<file path="src/rtl/mem_line_engine_if.sv">
// Bundle of cache-request and memory-word-port signals for mem_line_engine.
//   master : engine view (accepts line requests, initiates memory words)
//   slave  : environment view (cache controller + main memory)
// Request side : REQ_VALID/REQ_READY/REQ_WB/REQ_FILL, WB_LINE_ADDR, FILL_LINE_ADDR,
//                WB_DATA, FILL_DATA, DONE, BUSY
// Memory side  : MEM_RE, MEM_WE, MEM_ADDR, MEM_DATA_IN, MEM_DOUT, memValid
interface mem_line_engine_if #(
  parameter int unsigned LINE_WORDS_LOG2 = 3
);
  localparam int unsigned W  = 2 ** LINE_WORDS_LOG2;
  localparam int unsigned LA = 30 - LINE_WORDS_LOG2;

  logic              REQ_VALID;
  logic              REQ_READY;
  logic              REQ_WB;
  logic              REQ_FILL;
  logic [LA-1:0]     WB_LINE_ADDR;
  logic [LA-1:0]     FILL_LINE_ADDR;
  logic [32*W-1:0]   WB_DATA;
  logic [32*W-1:0]   FILL_DATA;
  logic              DONE;
  logic              BUSY;
  logic              MEM_RE;
  logic              MEM_WE;
  logic [29:0]       MEM_ADDR;
  logic [31:0]       MEM_DATA_IN;
  logic [31:0]       MEM_DOUT;
  logic              memValid;

  modport master (
    input  REQ_VALID, REQ_WB, REQ_FILL, WB_LINE_ADDR, FILL_LINE_ADDR, WB_DATA,
    input  MEM_DOUT, memValid,
    output REQ_READY, FILL_DATA, DONE, BUSY,
    output MEM_RE, MEM_WE, MEM_ADDR, MEM_DATA_IN
  );

  modport slave (
    output REQ_VALID, REQ_WB, REQ_FILL, WB_LINE_ADDR, FILL_LINE_ADDR, WB_DATA,
    output MEM_DOUT, memValid,
    input  REQ_READY, FILL_DATA, DONE, BUSY,
    input  MEM_RE, MEM_WE, MEM_ADDR, MEM_DATA_IN
  );
endinterface

</file>
<file path="src/rtl/mem_line_engine.sv">
// mem_line_engine: turns one cache-line request into single-word memory
// transactions -- optional victim writeback followed by optional line fill.
// Paced only by memValid; no knowledge of memory latency.
// Ports:
//   CLK    : clock, all state on posedge
//   RST_N  : asynchronous active-low reset
//   bus    : mem_line_engine_if.master (request handshake, line data,
//            DONE/BUSY status, memory word port)
module mem_line_engine #(
  parameter int unsigned LINE_WORDS_LOG2 = 3
) (
  input  logic                  CLK,
  input  logic                  RST_N,
  mem_line_engine_if.master     bus
);
  localparam int unsigned W  = 2 ** LINE_WORDS_LOG2;
  localparam int unsigned LA = 30 - LINE_WORDS_LOG2;

  typedef enum logic [1:0] {
    S_IDLE,
    S_WB,
    S_FILL,
    S_DONE
  } state_t;

  state_t                     state;
  state_t                     state_nxt;
  logic [LINE_WORDS_LOG2-1:0] idx;
  logic                       wb_q;
  logic                       fill_q;
  logic [LA-1:0]              wb_addr_q;
  logic [LA-1:0]              fill_addr_q;
  logic [32*W-1:0]            wb_buf;
  logic [32*W-1:0]            fill_buf;
  logic                       accept;
  logic                       word_done;
  logic                       last_word;

  assign accept    = bus.REQ_VALID && (state == S_IDLE);
  // memValid only counts while a word is actually in flight
  assign word_done = bus.memValid && ((state == S_WB) || (state == S_FILL));
  assign last_word = &idx;

  always_ff @(posedge CLK or negedge RST_N) begin
    if (!RST_N) begin
      state <= S_IDLE;
    end else begin
      state <= state_nxt;
    end
  end

  // Outputs depend on state and registers only, so reset drops the enables
  // asynchronously and memValid never reaches MEM_* combinationally.
  always_comb begin
    state_nxt       = state;
    bus.REQ_READY   = 1'b0;
    bus.BUSY        = 1'b1;
    bus.DONE        = 1'b0;
    bus.MEM_RE      = 1'b0;
    bus.MEM_WE      = 1'b0;
    bus.MEM_ADDR    = '0;
    bus.MEM_DATA_IN = '0;
    unique case (state)
      S_IDLE: begin
        bus.REQ_READY = 1'b1;
        bus.BUSY      = 1'b0;
        if (bus.REQ_VALID) begin
          if (bus.REQ_WB)        state_nxt = S_WB;
          else if (bus.REQ_FILL) state_nxt = S_FILL;
          else                   state_nxt = S_DONE;
        end
      end
      S_WB: begin
        bus.MEM_WE      = 1'b1;
        bus.MEM_ADDR    = {wb_addr_q, idx};
        bus.MEM_DATA_IN = wb_buf[{idx, 5'b0} +: 32];
        if (bus.memValid && last_word) state_nxt = fill_q ? S_FILL : S_DONE;
      end
      S_FILL: begin
        bus.MEM_RE   = 1'b1;
        bus.MEM_ADDR = {fill_addr_q, idx};
        if (bus.memValid && last_word) state_nxt = S_DONE;
      end
      S_DONE: begin
        bus.DONE  = 1'b1;
        state_nxt = S_IDLE;
      end
      default: state_nxt = S_IDLE;
    endcase
  end

  always_ff @(posedge CLK or negedge RST_N) begin
    if (!RST_N) begin
      idx         <= '0;
      wb_q        <= 1'b0;
      fill_q      <= 1'b0;
      wb_addr_q   <= '0;
      fill_addr_q <= '0;
      wb_buf      <= '0;
      fill_buf    <= '0;
    end else begin
      if (accept) begin
        wb_q        <= bus.REQ_WB;
        fill_q      <= bus.REQ_FILL;
        wb_addr_q   <= bus.WB_LINE_ADDR;
        fill_addr_q <= bus.FILL_LINE_ADDR;
        wb_buf      <= bus.WB_DATA;
      end
      // idx wraps to 0 on the last word, ready for the next phase
      if (word_done) begin
        idx <= idx + LINE_WORDS_LOG2'(1);
        if (state == S_FILL) fill_buf[{idx, 5'b0} +: 32] <= bus.MEM_DOUT;
      end
    end
  end

  assign bus.FILL_DATA = fill_buf;

endmodule
</file>
<file path="src/flat_wrapper.sv">
// flat-port wrapper written by rule: the top's interface ports become plain ports
module mem_line_engine_flat 
#(
  parameter int unsigned LINE_WORDS_LOG2 = 3
)
  (CLK, RST_N, bus_REQ_VALID, bus_REQ_WB, bus_REQ_FILL, bus_WB_LINE_ADDR, bus_FILL_LINE_ADDR, bus_WB_DATA, bus_MEM_DOUT, bus_memValid, bus_REQ_READY, bus_FILL_DATA, bus_DONE, bus_BUSY, bus_MEM_RE, bus_MEM_WE, bus_MEM_ADDR, bus_MEM_DATA_IN);
  mem_line_engine_if #(.LINE_WORDS_LOG2(LINE_WORDS_LOG2)) bus_i ();
  input  logic CLK;
  input  logic RST_N;
  input wire logic [$bits(bus_i.REQ_VALID)-1:0] bus_REQ_VALID;
  input wire logic [$bits(bus_i.REQ_WB)-1:0] bus_REQ_WB;
  input wire logic [$bits(bus_i.REQ_FILL)-1:0] bus_REQ_FILL;
  input wire logic [$bits(bus_i.WB_LINE_ADDR)-1:0] bus_WB_LINE_ADDR;
  input wire logic [$bits(bus_i.FILL_LINE_ADDR)-1:0] bus_FILL_LINE_ADDR;
  input wire logic [$bits(bus_i.WB_DATA)-1:0] bus_WB_DATA;
  input wire logic [$bits(bus_i.MEM_DOUT)-1:0] bus_MEM_DOUT;
  input wire logic [$bits(bus_i.memValid)-1:0] bus_memValid;
  output wire logic [$bits(bus_i.REQ_READY)-1:0] bus_REQ_READY;
  output wire logic [$bits(bus_i.FILL_DATA)-1:0] bus_FILL_DATA;
  output wire logic [$bits(bus_i.DONE)-1:0] bus_DONE;
  output wire logic [$bits(bus_i.BUSY)-1:0] bus_BUSY;
  output wire logic [$bits(bus_i.MEM_RE)-1:0] bus_MEM_RE;
  output wire logic [$bits(bus_i.MEM_WE)-1:0] bus_MEM_WE;
  output wire logic [$bits(bus_i.MEM_ADDR)-1:0] bus_MEM_ADDR;
  output wire logic [$bits(bus_i.MEM_DATA_IN)-1:0] bus_MEM_DATA_IN;
  assign bus_i.REQ_VALID = bus_REQ_VALID;
  assign bus_i.REQ_WB = bus_REQ_WB;
  assign bus_i.REQ_FILL = bus_REQ_FILL;
  assign bus_i.WB_LINE_ADDR = bus_WB_LINE_ADDR;
  assign bus_i.FILL_LINE_ADDR = bus_FILL_LINE_ADDR;
  assign bus_i.WB_DATA = bus_WB_DATA;
  assign bus_i.MEM_DOUT = bus_MEM_DOUT;
  assign bus_i.memValid = bus_memValid;
  assign bus_REQ_READY = bus_i.REQ_READY;
  assign bus_FILL_DATA = bus_i.FILL_DATA;
  assign bus_DONE = bus_i.DONE;
  assign bus_BUSY = bus_i.BUSY;
  assign bus_MEM_RE = bus_i.MEM_RE;
  assign bus_MEM_WE = bus_i.MEM_WE;
  assign bus_MEM_ADDR = bus_i.MEM_ADDR;
  assign bus_MEM_DATA_IN = bus_i.MEM_DATA_IN;
  mem_line_engine #(.LINE_WORDS_LOG2(LINE_WORDS_LOG2)) u_core (.CLK(CLK), .RST_N(RST_N), .bus(bus_i));
endmodule
</file>
<file path="config.mk">
export PLATFORM = sky130hd
export DESIGN_NAME = mem_line_engine_flat
export DESIGN_NICKNAME = d
export VERILOG_FILES = /design/src/rtl/mem_line_engine_if.sv /design/src/rtl/mem_line_engine.sv /design/src/flat_wrapper.sv
export SDC_FILE = /design/constraint.sdc
export NUM_CORES = 1
export LEC_CHECK = 0
export ABC_AREA = 0
export BUFFER_PORTS_ARGS = -buffer_cell sky130_fd_sc_hd__buf_2
export CORE_AREA = 2 2 260 262
export DETAILED_ROUTE_END_ITERATION = 16
export DIE_AREA = 0 0 262 264
export SYNTH_ARGS = -nofsm -noshare
export SYNTH_HDL_FRONTEND = slang
export SYNTH_SLANG_ARGS = --single-unit
</file>
<file path="constraint.sdc">
create_clock -name CLK -period 3.3 [get_ports CLK]
set_input_delay 0.33 -clock CLK [delete_from_list [all_inputs] [get_ports CLK]]
set_output_delay 0.33 -clock CLK [all_outputs]
set_load 0.01 [all_outputs]
</file>
==> reports/qor.csv, run 1 <==
metric,value,unit
rsz0062_at_grt,false,
n_fill_cell,5671,
grt_start_max_net_pins,80,
maxCapViolCount,0,
synth_edf_count,0,
cp_data_arrival_time,2630,ps
grt_pass1_vias,19500,
cts-buffers-inserted,67,
power.share.switching,34.5,%
startpoint_type,register,
start_util,36.8,%
required,2970,ps
antenna_found_initial,18,
p_leak,17.0,nW
post-synth-top-count-cell,dfrtp_1,
synth_top_area_cell,dfrtp_1,
vias_per_cell,5.00,
htreeDepth,3,
drt_iter0_markers,974,
synthCells,1608,
place_congestion,0.851,
area_growth,40.1,%
synth-seq-area-share,58.4,%
syn-num-nets,1968,
power.clock.fraction,22.4,%
cts-root-buf,clkbuf_16,
grt-ovfl-total,0,
p_sw,11.0,mW
setup_viol,0,
power,31.9,mW
clock-sinks,572,
ys_seq_elements,572,
post-route-drc-count,0,
dieArea,69200,um^2
relSlewSlack,25.2,%
vias,17600,
r2r_slack,550,ps
hold_start,bus_WB_DATA[59],
async_reset_ff_share,100,%
ios,671,
fp-row-count,95,
yosysWarningCount,0,
die_height,264,um
tns,0,ps
internal_power,20.9,mW
dp_hpwl,56800,um
clk_pin_slew,60,ps
crit_fanout,66,
holdPathStages,2,
cts_tree,built,
ant_nets,0,
layout-drive-gt1-share,55.4,%
combinationalPowerShare,40.1,%
fin_crit_sh,89.6,%
cts_setup_buffers,0,
multi_input_area,9780,um^2
io_buffers,670,
hold_violations,0,
ys_top_cells_by_count,"dfrtp_1 (572), mux2_2 (535), and2_1 (97)",
finalMaxSlewViolations,0,
syn_area,24500,um^2
ys_types,31,
power_density,930,nW/um^2
whs_endpoint,u_core.wb_buf[59],
ys.flop_type,dfrtp_1,
core-area,66600,um^2
cts_resized,0,
finClkSkew,18.7,ps
fin_nets,2961,
seqPwrFrac,37.5,%
syn_avg_cell_area,15.3,um^2
path_class,reg -> out,
synth_top_area_share,58.4,%
ir_worst_vdd,0.614,mV
drt_pass1_iterations,5,
drt_wl_total,81200,um
seqCellArea,14300,um^2
fin_crit,2960,ps
synthTopCellsByArea,"dfrtp_1 (58%), mux2_2 (25%), mux4_2 (5.9%), and2_1 (2.5%), mux2_4 (1.8%)",
die_w,262,um
grt_pass1_wl,121000,um
worstHoldPathType,in -> reg,
tightest_slew,1110,ps
clock_latency,600,ps
avgRoutedWirePerCell,23.0,um
outcome,"finished, final reports clean",
clock.fmax,338,MHz
cts_hold_buffers,310,
grt_usage,23.2,%
cts_max_path_buffers,3,
reg2reg_depth,6,
endpoint_kind,output port,
rr_startpoint,u_core.idx[1],
r2r-end,u_core.bus.FILL_DATA[13],
## cell type report
class | count | share of cell area (%)
antenna | 5 | 0.0364
clock buffer | 92 | 5.60
clock inverter | 22 | 0.568
inverter | 8 | 0.0874
multi-input combinational | 924 | 28.5
sequential | 572 | 41.7
tap | 873 | 3.18
timing repair buffer | 1028 | 20.4
## worst max path at each step
stage,from,endpoint,depth (start not counted)
final,u_core.idx[2],bus_MEM_DATA_IN[12],5
after global routing,u_core.idx[1],bus_MEM_DATA_IN[22],5
after CTS,u_core.idx[2],bus_MEM_DATA_IN[12],5
after detailed placement,u_core.idx[1],u_core.bus.FILL_DATA[10],6
after global placement,u_core.idx[1],u_core.bus.FILL_DATA[27],6
after floorplan,u_core.idx[1],u_core.bus.FILL_DATA[235],9
## layout by cell type, fill, tap and decap left out, types with 14 or more instances in the layout
cell,n
nor2_1,28
nand2_1,65
a22oi_1,27
buf_12,14
buf_4,34
and2_1,97
buf_2,669
dlygate4sd3_1,310
dfrtp_1,569
a21boi_0,32
mux4_2,64
mux2_4,30
clkbuf_16,69
mux2_2,535
## power by group through the flow
| stage | clock network (mW) | registers [mW] | logic (mW) |
|---|---|---|---|
| 6_report | 7.16 | 12.0 | 12.8 |
| 5_1_grt | 7.65 | 12.3 | 13.8 |
| 4_1_cts | 7.35 | 11.9 | 13.0 |
| 3_5_place_dp | 0 | 12.1 | 12.6 |
| 3_3_place_gp | 0 | 11.8 | 12.4 |
| 2_1_floorplan | 0 | 12.1 | 7.39 |
## cells by family after synthesis
logic type,synth area share [%]
muxes,32.6
DFF,58.4
and+or+nand+nor,4.44
buffers and inverters,2.06
AOI/OAI and AO/OA,1.90
adders and majority gates,0.612
xor gates and xnor gates,0.0357
## layer usage
layer | vias to the layer above | GRT usage (%) | part of all wire, %
met5 | - | 0 | 0.19
met4 | 24 | 8.08 | 3.0
met3 | 172 | 6.34 | 7.1
met2 | 618 | 40.9 | 51
met1 | 9073 | 27.0 | 38
li1 | 7744 | - | -
## per-stage QoR
stage | hold WS (ps) | instance area (um^2) | instances | worst slack, ps | utilization, %
3_5_place_dp | 402 | 29100 | 3095 | 578 | 43.8
6_report | 31.7 | 34400 | 3524 | 344 | 51.6
2_1_floorplan | 34.4 | 24500 | 1608 | 340 | -
5_1_grt | 15.1 | 34400 | 3524 | 207 | 51.6
4_1_cts | 0.0151 | 34300 | 3519 | 209 | 51.6
3_3_place_gp | 394 | 29100 | 3095 | 647 | 43.8
## critical path: stages, from the launching register on
cell,delay [ps]
dfrtp_4,450
buf_12,390
mux4_2,360
nand2_1,80
a21boi_0,450
buf_2,240
## flip-flops by register name, summed over array words and instances (netlist names)
signal,count
u_core.bus.FILL_DATA,256
u_core.wb_buf,256
u_core.fill_addr_q,27
u_core.wb_addr_q,27
u_core.idx,3
u_core.state,2
u_core.fill_q,1
Note: power is estimated with default switching activity, not from simulation.
==> run 2: changes to the inputs <==
--- a/config.mk
+++ b/config.mk
@@ -10,6 +10,7 @@
 export CORE_AREA = 2 2 260 262
 export DETAILED_ROUTE_END_ITERATION = 16
 export DIE_AREA = 0 0 262 264
+export RECOVER_POWER = 100
 export SYNTH_ARGS = -nofsm -noshare
 export SYNTH_HDL_FRONTEND = slang
 export SYNTH_SLANG_ARGS = --single-unit
==> run 2 against run 1 <==
The run now ends with max-capacitance violations, max-slew violations left. Clock power hardly changed. Register-to-register slack worse by 320 ps. Die area stayed put. Clock skew is 0.62 ps lower. Critical endpoint is now u_core.bus.FILL_DATA[148]. Combinational power is 4% lower. Via count is 0.48% higher. Power is 1.4% lower. Largest cell class unchanged. Worst setup slack worse by 110 ps. Sequential share of layout area is 0.84 points higher. Non-clock buffer count stayed put.
==> reports/qor.csv, run 2 (same netlist as run 1, synthesis figures left out) <==
metric,value,unit
finClkSkew,18.1,ps
final_cells,3524,
fp-row-count,95,
cts-buffers-inserted,67,
ir_worst_vdd,0.594,mV
maxCapViolCount,1,
fin_crit_sh,93.0,%
fin_crit,3070,ps
finalMaxSlewViolations,72,
clk_pin_slew,60,ps
grt-ovfl-total,0,
layout-drive-gt1-share,41.8,%
setup_viol,0,
area_growth,37.3,%
dp_hpwl,56800,um
cts_hold_buffers,310,
avgRoutedWirePerCell,23.1,um
violations,"max-capacitance violations, max-slew violations",
grt_pass1_wl,121000,um
cts_tree,built,
post-route-drc-count,0,
endpoint_kind,register,
vias_per_cell,5.03,
n_fill_cell,5877,
core-area,66600,um^2
combinationalPowerShare,39.1,%
internal_power,20.4,mW
place_congestion,0.851,
startpoint_type,register,
path_class,reg -> reg,
power.share.switching,35.2,%
dp_slack,578,ps
relSlewSlack,-54.3,%
utilization,50.6,%
clock_latency,600,ps
drt_wl_total,81600,um
cts_resized,0,
ant_nets,0,
cts_max_path_buffers,3,
ios,671,
cp_data_arrival_time,3540,ps
final_common_cell,dfrtp_1,
grt_usage,23.2,%
p_leak,15.5,nW
drt_pass1_iterations,5,
clock.fmax,326,MHz
start_util,36.8,%
cts-root-buf,clkbuf_16,
antenna_found_initial,18,
grt_pass1_vias,19500,
power_density,936,nW/um^2
rsz0062_at_grt,false,
power.clock.fraction,22.8,%
io_buffers,670,
vias,17700,
drt_iter0_markers,942,
grt_start_max_net_pins,80,
crit_fanout,11,
seqPwrFrac,38.1,%
worstHoldPathType,in -> reg,
clock-sinks,572,
required,3770,ps
die_height,264,um
outcome,"finished, violations left",
timing.final.ws_setup,231,ps
fin_nets,2961,
hold_violations,0,
dieArea,69200,um^2
tns,0,ps
die_w,262,um
p_sw,11.1,mW
htreeDepth,3,
most-common-layout-cells,"dfrtp_1 (570), mux2_2 (533), buf_2 (354), clkbuf_1 (336), dlygate4sd3_1 (310)",
cts_setup_buffers,0,
dp.cells,3095,
tightest_slew,2310,ps
-- run 2: worst max-delay path, cell delays in order (launching register included) --
cell	delay, ps
dfrtp_1	530
inv_1	120
ha_1	240
ha_1	390
o31ai_1	260
nor3_1	380
clkbuf_1	610
mux2_2	420
-- run 2: final cells by class --
cell class                      instances  area (um^2)  area share [%]
Tap cell                              873         1090            3.24
Sequential cell                       572        14300            42.5
Multi-Input combinational cell        924         9660            28.7
Clock buffer                           92         1920            5.71
Clock inverter                         22          195           0.580
Timing Repair Buffer                 1028         6440            19.1
Inverter                                8         30.0          0.0892
Antenna cell                            5         12.5          0.0372
-- run 2: metal layers --
| layer | global-route usage (%) | wire length, um | up-vias |
|---|---|---|---|
| met1 | 27.0 | 31200 | 9107 |
| met5 | 0 | 150 | - |
| met3 | 6.34 | 6280 | 178 |
| met4 | 8.08 | 2570 | 24 |
| met2 | 40.9 | 41400 | 670 |
| li1 | - | - | 7736 |
-- run 2: per-stage QoR --
step / total power, mW / hold slack, ps / area [um^2]
6_report: 31.5 / 25.6 / 33700
5_1_grt: 33.3 / 8.77 / 33700
4_1_cts: 32.3 / 0.0151 / 34300
3_5_place_dp: 24.7 / 402 / 29100
3_3_place_gp: 24.2 / 394 / 29100
2_1_floorplan: 19.5 / 34.4 / 24500
-- run 2: final timing paths --
kind                                    startpoint                         to  slack [ps]  depth (start not counted)
max in group asynchronous                    RST_N   u_core.bus.FILL_DATA[59]         600                          3
hold / removal                     bus_MEM_DOUT[6]    u_core.bus.FILL_DATA[6]          30                          2
min in group asynchronous                    RST_N  u_core.bus.FILL_DATA[168]         960                          2
setup reg to reg                     u_core.idx[0]  u_core.bus.FILL_DATA[148]         230                          7
setup / recovery                     u_core.idx[0]  u_core.bus.FILL_DATA[148]         230                          7
hold reg to reg            u_core.bus.FILL_DATA[7]    u_core.bus.FILL_DATA[7]         490                          1
-- run 2: power groups by stage --
stage	Clock [mW]	Sequential (mW)	Combinational, mW
final	7.17	12.0	12.3
after floorplan	0	12.1	7.39
after detailed placement	0	12.1	12.6
after CTS	7.35	11.9	13.0
after global placement	0	11.8	12.4
after global routing	7.65	12.4	13.3
